[src/rtl/mriscv_pkg.sv]
// Shared encodings for the memory-access stage: mem_op, funct3 widths and FSM states.
package mriscv_pkg;

  localparam logic [1:0] MEM_NONE  = 2'b00;
  localparam logic [1:0] MEM_LOAD  = 2'b01;
  localparam logic [1:0] MEM_STORE = 2'b10;

  localparam logic [2:0] F3_B  = 3'b000;
  localparam logic [2:0] F3_H  = 3'b001;
  localparam logic [2:0] F3_W  = 3'b010;
  localparam logic [2:0] F3_BU = 3'b100;
  localparam logic [2:0] F3_HU = 3'b101;

  typedef enum logic {
    ST_IDLE = 1'b0,
    ST_WAIT = 1'b1
  } ma_state_e;

  typedef enum logic [1:0] {
    SZ_BYTE = 2'd0,
    SZ_HALF = 2'd1,
    SZ_WORD = 2'd2
  } access_size_e;

  // Anything that is not an explicit byte or half encoding is a full word.
  function automatic access_size_e access_size(input logic [2:0] f3);
    case (f3)
      F3_B, F3_BU: access_size = SZ_BYTE;
      F3_H, F3_HU: access_size = SZ_HALF;
      default:     access_size = SZ_WORD;
    endcase
  endfunction

  function automatic logic is_misaligned(input logic [2:0] f3, input logic [1:0] a);
    case (access_size(f3))
      SZ_HALF: is_misaligned = a[0];
      SZ_WORD: is_misaligned = (a != 2'b00);
      default: is_misaligned = 1'b0;
    endcase
  endfunction

endpackage

[src/rtl/mem_access_align.sv]
// Combinational lane steering: store byte enables / replicated data and load extraction.
module mem_align
  import mriscv_pkg::*;
(
  input  logic [1:0]  addr_lo,
  input  logic [2:0]  funct3,
  input  logic [31:0] store_data,
  input  logic [31:0] rdata,
  output logic [3:0]  wstrb,
  output logic [31:0] wdata,
  output logic [31:0] load_data
);

  logic [31:0] byte_sh;
  logic [31:0] half_sh;

  always_comb begin
    wstrb     = 4'b1111;
    wdata     = store_data;
    load_data = rdata;
    byte_sh   = rdata >> {addr_lo, 3'b000};
    half_sh   = rdata >> {addr_lo[1], 4'b0000};

    case (access_size(funct3))
      SZ_BYTE: begin
        wstrb = 4'b0001 << addr_lo;
        wdata = {4{store_data[7:0]}};
      end
      SZ_HALF: begin
        wstrb = 4'b0011 << {addr_lo[1], 1'b0};
        wdata = {2{store_data[15:0]}};
      end
      default: ;
    endcase

    case (funct3)
      F3_B:    load_data = {{24{byte_sh[7]}}, byte_sh[7:0]};
      F3_BU:   load_data = {24'h0, byte_sh[7:0]};
      F3_H:    load_data = {{16{half_sh[15]}}, half_sh[15:0]};
      F3_HU:   load_data = {16'h0, half_sh[15:0]};
      default: ;
    endcase
  end

endmodule

[src/rtl/mem_access.sv]
// Memory-access stage: req/ack data-memory handshake feeding write_back.
// Optional MEM_ACCESS_MISALIGN_TRAP_EN adds a misalign pulse instead of issuing a misaligned access.
module mem_access
  import mriscv_pkg::*;
#(
  parameter logic [31:0] RESET_PC = 32'h0000_0000
) (
  input  logic        clk,
  input  logic        reset,
  input  logic        in_valid,
  output logic        in_ready,
  input  logic [31:0] alu_result,
  input  logic [31:0] store_data,
  input  logic [4:0]  dest_in,
  input  logic [31:0] next_pc_in,
  input  logic [1:0]  mem_op,
  input  logic [2:0]  funct3,
  output logic        mem_req,
  output logic        mem_we,
  output logic [31:0] mem_addr,
  output logic [31:0] mem_wdata,
  output logic [3:0]  mem_wstrb,
  input  logic [31:0] mem_rdata,
  input  logic        mem_ack,
  output logic        out_valid,
  output logic [31:0] result,
  output logic [4:0]  dest_out,
  output logic [31:0] next_pc_out
`ifdef MEM_ACCESS_MISALIGN_TRAP_EN
  ,
  output logic        misalign
`endif
);

  ma_state_e   state_q, state_d;
  logic        accept, is_mem, trap, start_mem, finish;
  logic [1:0]  lo_q, lo_sel;
  logic [2:0]  f3_q, f3_sel;
  logic        load_q;
  logic [4:0]  dest_q;
  logic [31:0] npc_q;
  logic [3:0]  al_wstrb;
  logic [31:0] al_wdata, al_load;

  always_comb begin
    state_d   = state_q;
    in_ready  = (state_q == ST_IDLE);
    accept    = in_ready && in_valid;
    is_mem    = (mem_op == MEM_LOAD) || (mem_op == MEM_STORE);
    trap      = 1'b0;
`ifdef MEM_ACCESS_MISALIGN_TRAP_EN
    trap      = accept && is_mem && is_misaligned(funct3, alu_result[1:0]);
`endif
    start_mem = accept && is_mem && !trap;
    finish    = (state_q == ST_WAIT) && mem_ack;
    // The aligner sees the incoming instruction in IDLE and the parked one in WAIT.
    lo_sel    = (state_q == ST_WAIT) ? lo_q : alu_result[1:0];
    f3_sel    = (state_q == ST_WAIT) ? f3_q : funct3;

    case (state_q)
      ST_IDLE: if (start_mem) state_d = ST_WAIT;
      ST_WAIT: if (mem_ack)   state_d = ST_IDLE;
      default: state_d = ST_IDLE;
    endcase
  end

  always_ff @(posedge clk or posedge reset) begin
    if (reset) state_q <= ST_IDLE;
    else       state_q <= state_d;
  end

  mem_align u_align (
    .addr_lo    (lo_sel),
    .funct3     (f3_sel),
    .store_data (store_data),
    .rdata      (mem_rdata),
    .wstrb      (al_wstrb),
    .wdata      (al_wdata),
    .load_data  (al_load)
  );

  always_ff @(posedge clk or posedge reset) begin
    if (reset) begin
      mem_req     <= 1'b0;
      mem_we      <= 1'b0;
      mem_addr    <= '0;
      mem_wdata   <= '0;
      mem_wstrb   <= '0;
      out_valid   <= 1'b0;
      result      <= '0;
      dest_out    <= '0;
      next_pc_out <= RESET_PC;
      lo_q        <= '0;
      f3_q        <= '0;
      load_q      <= 1'b0;
      dest_q      <= '0;
      npc_q       <= '0;
`ifdef MEM_ACCESS_MISALIGN_TRAP_EN
      misalign    <= 1'b0;
`endif
    end else begin
      out_valid <= 1'b0;
      dest_out  <= '0;
`ifdef MEM_ACCESS_MISALIGN_TRAP_EN
      misalign  <= 1'b0;
`endif
      if (start_mem) begin
        mem_req   <= 1'b1;
        mem_we    <= (mem_op == MEM_STORE);
        mem_addr  <= {alu_result[31:2], 2'b00};
        mem_wdata <= al_wdata;
        mem_wstrb <= (mem_op == MEM_STORE) ? al_wstrb : 4'b0000;
        lo_q      <= alu_result[1:0];
        f3_q      <= funct3;
        load_q    <= (mem_op == MEM_LOAD);
        dest_q    <= dest_in;
        npc_q     <= next_pc_in;
      end else if (trap) begin
        out_valid   <= 1'b1;
        result      <= alu_result;
        next_pc_out <= next_pc_in;
`ifdef MEM_ACCESS_MISALIGN_TRAP_EN
        misalign    <= 1'b1;
`endif
      end else if (accept) begin
        out_valid   <= 1'b1;
        result      <= alu_result;
        dest_out    <= dest_in;
        next_pc_out <= next_pc_in;
      end

      if (finish) begin
        mem_req     <= 1'b0;
        mem_we      <= 1'b0;
        mem_wstrb   <= 4'b0000;
        out_valid   <= 1'b1;
        next_pc_out <= npc_q;
        if (load_q) begin
          result   <= al_load;
          dest_out <= dest_q;
        end
      end
    end
  end

endmodule

[config.mk]
export PLATFORM = sky130hd
export DESIGN_NAME = mem_access
export DESIGN_NICKNAME = d
export VERILOG_FILES = /design/src/rtl/mriscv_pkg.sv /design/src/rtl/mem_access_align.sv /design/src/rtl/mem_access.sv
export SDC_FILE = /design/constraint.sdc
export NUM_CORES = 1
export LEC_CHECK = 0
export BUFFER_PORTS_ARGS = -buffer_cell sky130_fd_sc_hd__buf_4
export CORE_ASPECT_RATIO = 1.4
export CORE_MARGIN = 5
export CORE_UTILIZATION = 54
export CTS_CLUSTER_SIZE = 28
export DETAILED_ROUTE_END_ITERATION = 6
export GPL_ROUTABILITY_DRIVEN = 0
export PLACE_DENSITY = 0.87
export SETUP_SLACK_MARGIN = 0.02
export SYNTH_ARGS = -nofsm -noshare
export SYNTH_HDL_FRONTEND = slang
export SYNTH_SLANG_ARGS = --single-unit
[constraint.sdc]
create_clock -name clk -period 16 [get_ports clk]
set_clock_uncertainty 0.05 [all_clocks]
set_input_delay 0.8 -clock clk [delete_from_list [all_inputs] [get_ports clk]]
set_output_delay 0.8 -clock clk [all_outputs]
set_load 0.05 [all_outputs]
**After elaboration in Yosys (flattened, before gate mapping)**

Cells that the tools add are included.

- Equal/unequal tests: 7
- Shift operators: 4
- Mux-type cells: 30
- Bitwise logic cells: 1
- Reduce and logical (&&, ||, !) cells: 11

Operators with widths:

| kind | count |
|---|---|
| $mux W32 | 7 |
| $pmux W32 S4 | 1 |
| $pmux W32 S2 | 1 |
| $shr A32 B5 Y16 | 1 |
| $shr A32 B5 Y8 | 1 |
| $mux W5 | 4 |
| $mux W4 | 3 |
| $mux W1 | 9 |
| $pmux W4 S2 | 1 |
| $eq A3 B3 Y1 const B | 2 |
| $eq A2 B1 Y1 const B | 2 |
| $pmux W2 S2 | 1 |
| $reduce_bool A2 Y1 | 2 |
| $reduce_or A2 Y1 | 2 |
| $shl A1 B2 Y4 const A | 1 |
| $shl A2 B2 Y4 const A | 1 |
| $eq A3 B1 Y1 const B | 1 |
| $logic_and A1 B1 Y1 | 3 |
| $logic_not A3 Y1 | 1 |
| $mux W3 | 1 |
| $eq A2 B2 Y1 const B | 1 |
| $logic_not A2 Y1 | 1 |
| $mux W2 | 1 |
| $ne A2 B1 Y1 const B | 1 |
| 4 further kinds | 4 |

- Flip-flop bits (word level): 182
- Input port bits: 142
- Output and inout port bits: 141
- Word-level logic and storage cells: 68

**Longest topological paths before layout**

- Depth after elaboration: 9
- Gate-level depth with buffers: 9
- Mapped depth without buffers: 7

**By module**

A second synthesis with hierarchy kept.

- Cell total of the unflattened synthesis: 1042
- Area, all modules: 8737.1 um2

By module, submodules not included:

| module | instances | cells each | area an instance (um2) | sequential area each (um2) |
|---|---|---|---|---|
| mem_access | 1 | 853 | 7473.4 | 4554.4 |
| mem_align | 1 | 189 | 1263.7 | 0.0 |

**Worst setup path before layout**

Ideal clock, no wire load.

- Path kind: in2reg
- From: input mem_op[0]
- To: register npc_q[27]
- Library setup time: 0.065 ns
- Arrival time: 2.088 ns
- Data required time: 15.885 ns
- Path slack: 13.796 ns
- Stages: 9
- Buffers on the path: 3
- Cell sequence: inv_1 -> ha_1 -> inv_1 -> and3_1 -> clkbuf_1 -> buf_2 -> buf_2 -> nand2_1 -> nand2_1

- Longest elaborated chain between the ends: 3

RTL lines:

| element | line | RTL |
|---|---|---|
| from (decl) | mem_access.sv:16 | `input logic [1:0] mem_op,` |
| $eq A2 B1 Y1 or $eq A2 B2 Y1 (tied branches) | mem_access.sv:49 | `is_mem = (mem_op == MEM_LOAD) \|\| (mem_op == MEM_STORE);` |
| $logic_or A1 B1 Y1 (*) | mem_access.sv:49 |  |
| $logic_and A1 B1 Y1 (*) | mem_access.sv:54 | `start_mem = accept && is_mem && !trap;` |
| to (signal assigned) | mem_access.sv:117 | `npc_q <= next_pc_in;` |
| to (decl) | mem_access.sv:41 | `logic [31:0] npc_q;` |

Every way passes the cells marked *; elsewhere a longest branch is shown, timed or not.
A chain may end at the register's enable or synchronous reset.

**Worst setup path in the final report**

- From: register state_q
- To: register result[15]

- Longest elaborated chain between the ends: 6

RTL lines:

| element | line | RTL |
|---|---|---|
| from (decl) | mem_access.sv:35 | `ma_state_e state_q, state_d;` |
| from (signal assigned) | mem_access.sv:69 | `else state_q <= state_d;` |
| parallel branches: the longest is 5 deep, another holds $shr A32 B5 Y16 | - |  |
| $mux W32 (*) | mem_access.sv:132 | `if (finish) begin` |
| to (signal assigned) | mem_access.sv:120 | `result <= alu_result;` |
| to (signal assigned) | mem_access.sv:127 | `result <= alu_result;` |
| to (signal assigned) | mem_access.sv:139 | `result <= al_load;` |
| to (decl) | mem_access.sv:26 | `output logic [31:0] result,` |

Mark *: on every way between the ends.

==> impl_metrics.ini <==
[status]
status = complete, no violations

[worst_hold_path]
hold_class = reg2reg
hp-start = dest_q[2]$_DFFE_PP0P_
holdPathEnd = dest_q[2]$_DFFE_PP0P_
holdPathStages = 2

[pwr]
power.leakage_uw = 0.00578
peakVddDrop_uv = 106
pwr-share-comb = 0.445
p_int_uw = 1090
p_clk_frac = 0.214
fin_total_pwr_uw = 2010
p_seq_frac = 0.341
switchingPower_uw = 920
switching_share = 0.458
p_per_area_nw_per_um2 = 182

[critical_path]
reg2reg_setup_slack_ns = 13.00
arrival_ns = 3.21
worstPathRequired_ns = 16.21
start_kind = register
worstPathBufferInverterCount = 0
critPathKind = reg2reg
critical-path-top-delay-family = multiplexers
max_stage_delay_ns = 0.97
critPathMaxFanout = 18
r2r.worst_path.cells = 4
cp-end-kind = register
r2r-end = result[15]$_DFF_PP0_
cpMaxStageDelayCell = mux2i_2
r2r-start = state_q$_DFF_PP0_
path_cells = mux2i_2 > o21ai_2 > a221oi_1 > a32oi_1

[synthesis]
netlist_instances = 938
synth_edf_count = 0
synthArstFlopShare = 1.00
synth_cell_type_count = 41
synth-seq-cells = 182
synth_area_um2 = 8310
ys_warn_count = 0
yosysSeqAreaShare = 0.548
avgSynthCellArea_um2 = 8.86
synthFlopType = dfrtp_1

[floorplanning]
die-area_um2 = 18000
fp.coreArea_um2 = 15100
initial_core_util = 0.552
die_height_um = 157
std_cell_rows = 53
die_x_um = 115
num_io_pins = 283

[clocking]
root_buffer = clkbuf_16
numCtsBuffers = 17
clock_latency_ns = 0.42
post_cts_resized = 0
cts_hold_buf = 0
post_cts_buffers = 0
htree_levels = 4
cts_num_sinks = 182
cts_tree = built
path_clk_slew_ns = 0.08
ctsLongestPathBuffers = 2

[finish]
final_nets = 1319
drive_gt1_frac = 0.284
diodes = 0
stdcell_count = 1380
syn2layout_area_growth_pct = 32.6

[detailed_routing]
dr.pass1.iters = 5
dr.first_iter.drc_count = 734
post_drt_wl_per_cell_um = 18.6
routed_wirelength_um = 25700
num_vias = 7837
drc = 0
ant_nets = 0
vias_per_cell = 5.68

[timing]
finalSetupViolCount = 0
drv_slew = 0
rsz0062_at_grt = no
fmax_ghz = 0.333
fin_hold_ws_ns = 0.427
relSlewSlack = 0.202
fin_crit_sh = 0.188
hold_violations = 0
fin_ws_ns = 13.00
worst_pin_slew_ns = 1.19
setup_tns_ns = 0
fin_crit_ns = 3.00

[job]
max_cap_viol_count = 0

[placed_design]
dp_slack_ns = 12.88
port_buffers = 280
placed_cells = 1348
hpwl_um = 17800

[global_routing]
grt_overflow = 0
first_global_vias = 7866
grt_start_max_net_pins = 107
gr-usage-all-layers = 0.286
antenna_found_initial = 0
grt_pass1_wl_um = 40500
## worst min-delay path, stage by stage (launching register included)
cell and delay [ns]:
dfrtp_1 0.34, nand2_1 0.05, nand2_1 0.06
## how the worst max path moves through the flow
stage | from | endpoint | slack [ns] | cells past startpoint
after global routing | state_q$_DFF_PP0_ | result[15]$_DFF_PP0_ | 12.84 | 4
after global placement | mem_op[0] | mem_wstrb[1]$_DFFE_PP0P_ | 12.96 | 8
after detailed placement | mem_op[0] | mem_wstrb[3]$_DFFE_PP0P_ | 12.88 | 8
final | state_q$_DFF_PP0_ | result[15]$_DFF_PP0_ | 13.00 | 4
after floorplan | reset | dest_out[0]$_DFF_PP0_ | 10.21 | 1
after CTS | state_q$_DFF_PP0_ | result[15]$_DFF_PP0_ | 13.04 | 4
## through the flow
| stage | util | cell area [µm²] |
|---|---|---|
| floorplan | - | 8320 |
| global placement | 0.692 | 10400 |
| detailed placement | 0.692 | 10400 |
| CTS | 0.732 | 11000 |
| global route | 0.732 | 11000 |
| finish | 0.732 | 11000 |
## cell families after synthesis
group,Yosys count,share of synthesized area
adder cells (fa/ha/maj),2,0.00301
multiplexers,39,0.0512
AND/OR/NAND/NOR,475,0.222
AO/OA/AOI/OAI,166,0.135
flip-flops,182,0.548
buffers and inverters,73,0.0409
other,1,0.000451
## cells in the final DEF (no fill, tap or decap), types with 3 or more instances in the layout
master	netlist	final
a32oi_1	22	22
nor2_1	54	54
nand3_1	11	9
a21oi_1	44	44
a21o_1	8	8
a22o_1	5	5
o21ai_0	22	22
mux2i_1	34	33
inv_8	0	3
nand2_1	399	397
a221oi_1	8	8
inv_6	0	4
a31oi_1	41	41
clkbuf_16	0	17
buf_4	4	283
dfrtp_1	182	182
a211o_1	7	7
inv_1	6	5
clkinv_8	0	4
## state kept, by name, indices dropped and copies added (netlist names)
| signal | cells |
|---|---|
| mem_wdata | 32 |
| next_pc_out | 32 |
| npc_q | 32 |
| result | 32 |
| mem_addr | 30 |
| dest_out | 5 |
| dest_q | 5 |
| mem_wstrb | 4 |
| f3_q | 3 |
| lo_q | 2 |
| load_q | 1 |
| mem_req | 1 |
| mem_we | 1 |
| out_valid | 1 |
| state_q | 1 |
## area by class of cell
type / instances / area (µm²)
clock buffers: 17 / 425
clock inverters: 15 / 185
fillers: 1160 / 4030
inverters: 7 / 31.3
multi-input cells: 684 / 3460
flip-flops and latches: 182 / 4550
well taps: 192 / 240
repair buffers: 283 / 2120
## synth_stat cells, types with 2 or more instances
library cell    n  share of area
inv_1           6         0.0027
buf_4           4         0.0036
and3_1          3         0.0023
mux2i_1        34          0.041
and2_1          2         0.0015
a32oi_2         2         0.0039
nand2_1       399           0.18
mux2i_4         2         0.0054
a221oi_1        8         0.0084
buf_6           5         0.0068
a211o_1         7         0.0074
nand3_2         2         0.0024
dfrtp_1       182           0.55
nand3_1        11         0.0066
a32oi_1        22          0.023
buf_2          11         0.0066
clkbuf_1       39          0.018
nor2_1         54          0.024
a22o_1          5         0.0053
buf_1           7         0.0032
a31oi_1        41          0.031
o21ai_0        22          0.013
a21oi_1        44          0.026
ha_1            2         0.0030
a21o_1          8         0.0072
## per-layer routing
layer / GRT usage / wire (µm) / part of all wire
met4: 0.128 / 1150 / 0.045
met1: 0.341 / 9440 / 0.37
met5: 0 / 0 / 0
met2: 0.488 / 13200 / 0.51
met3: 0.0700 / 1960 / 0.076
## power groups by stage
stage	logic, µW	registers (µW)	clock network [µW]
global placement	878	685	0
global route	943	702	457
finish	893	685	430
detailed placement	894	690	0
CTS	897	684	434
floorplan	225	1060	0
(Power assumes the default switching activity.)
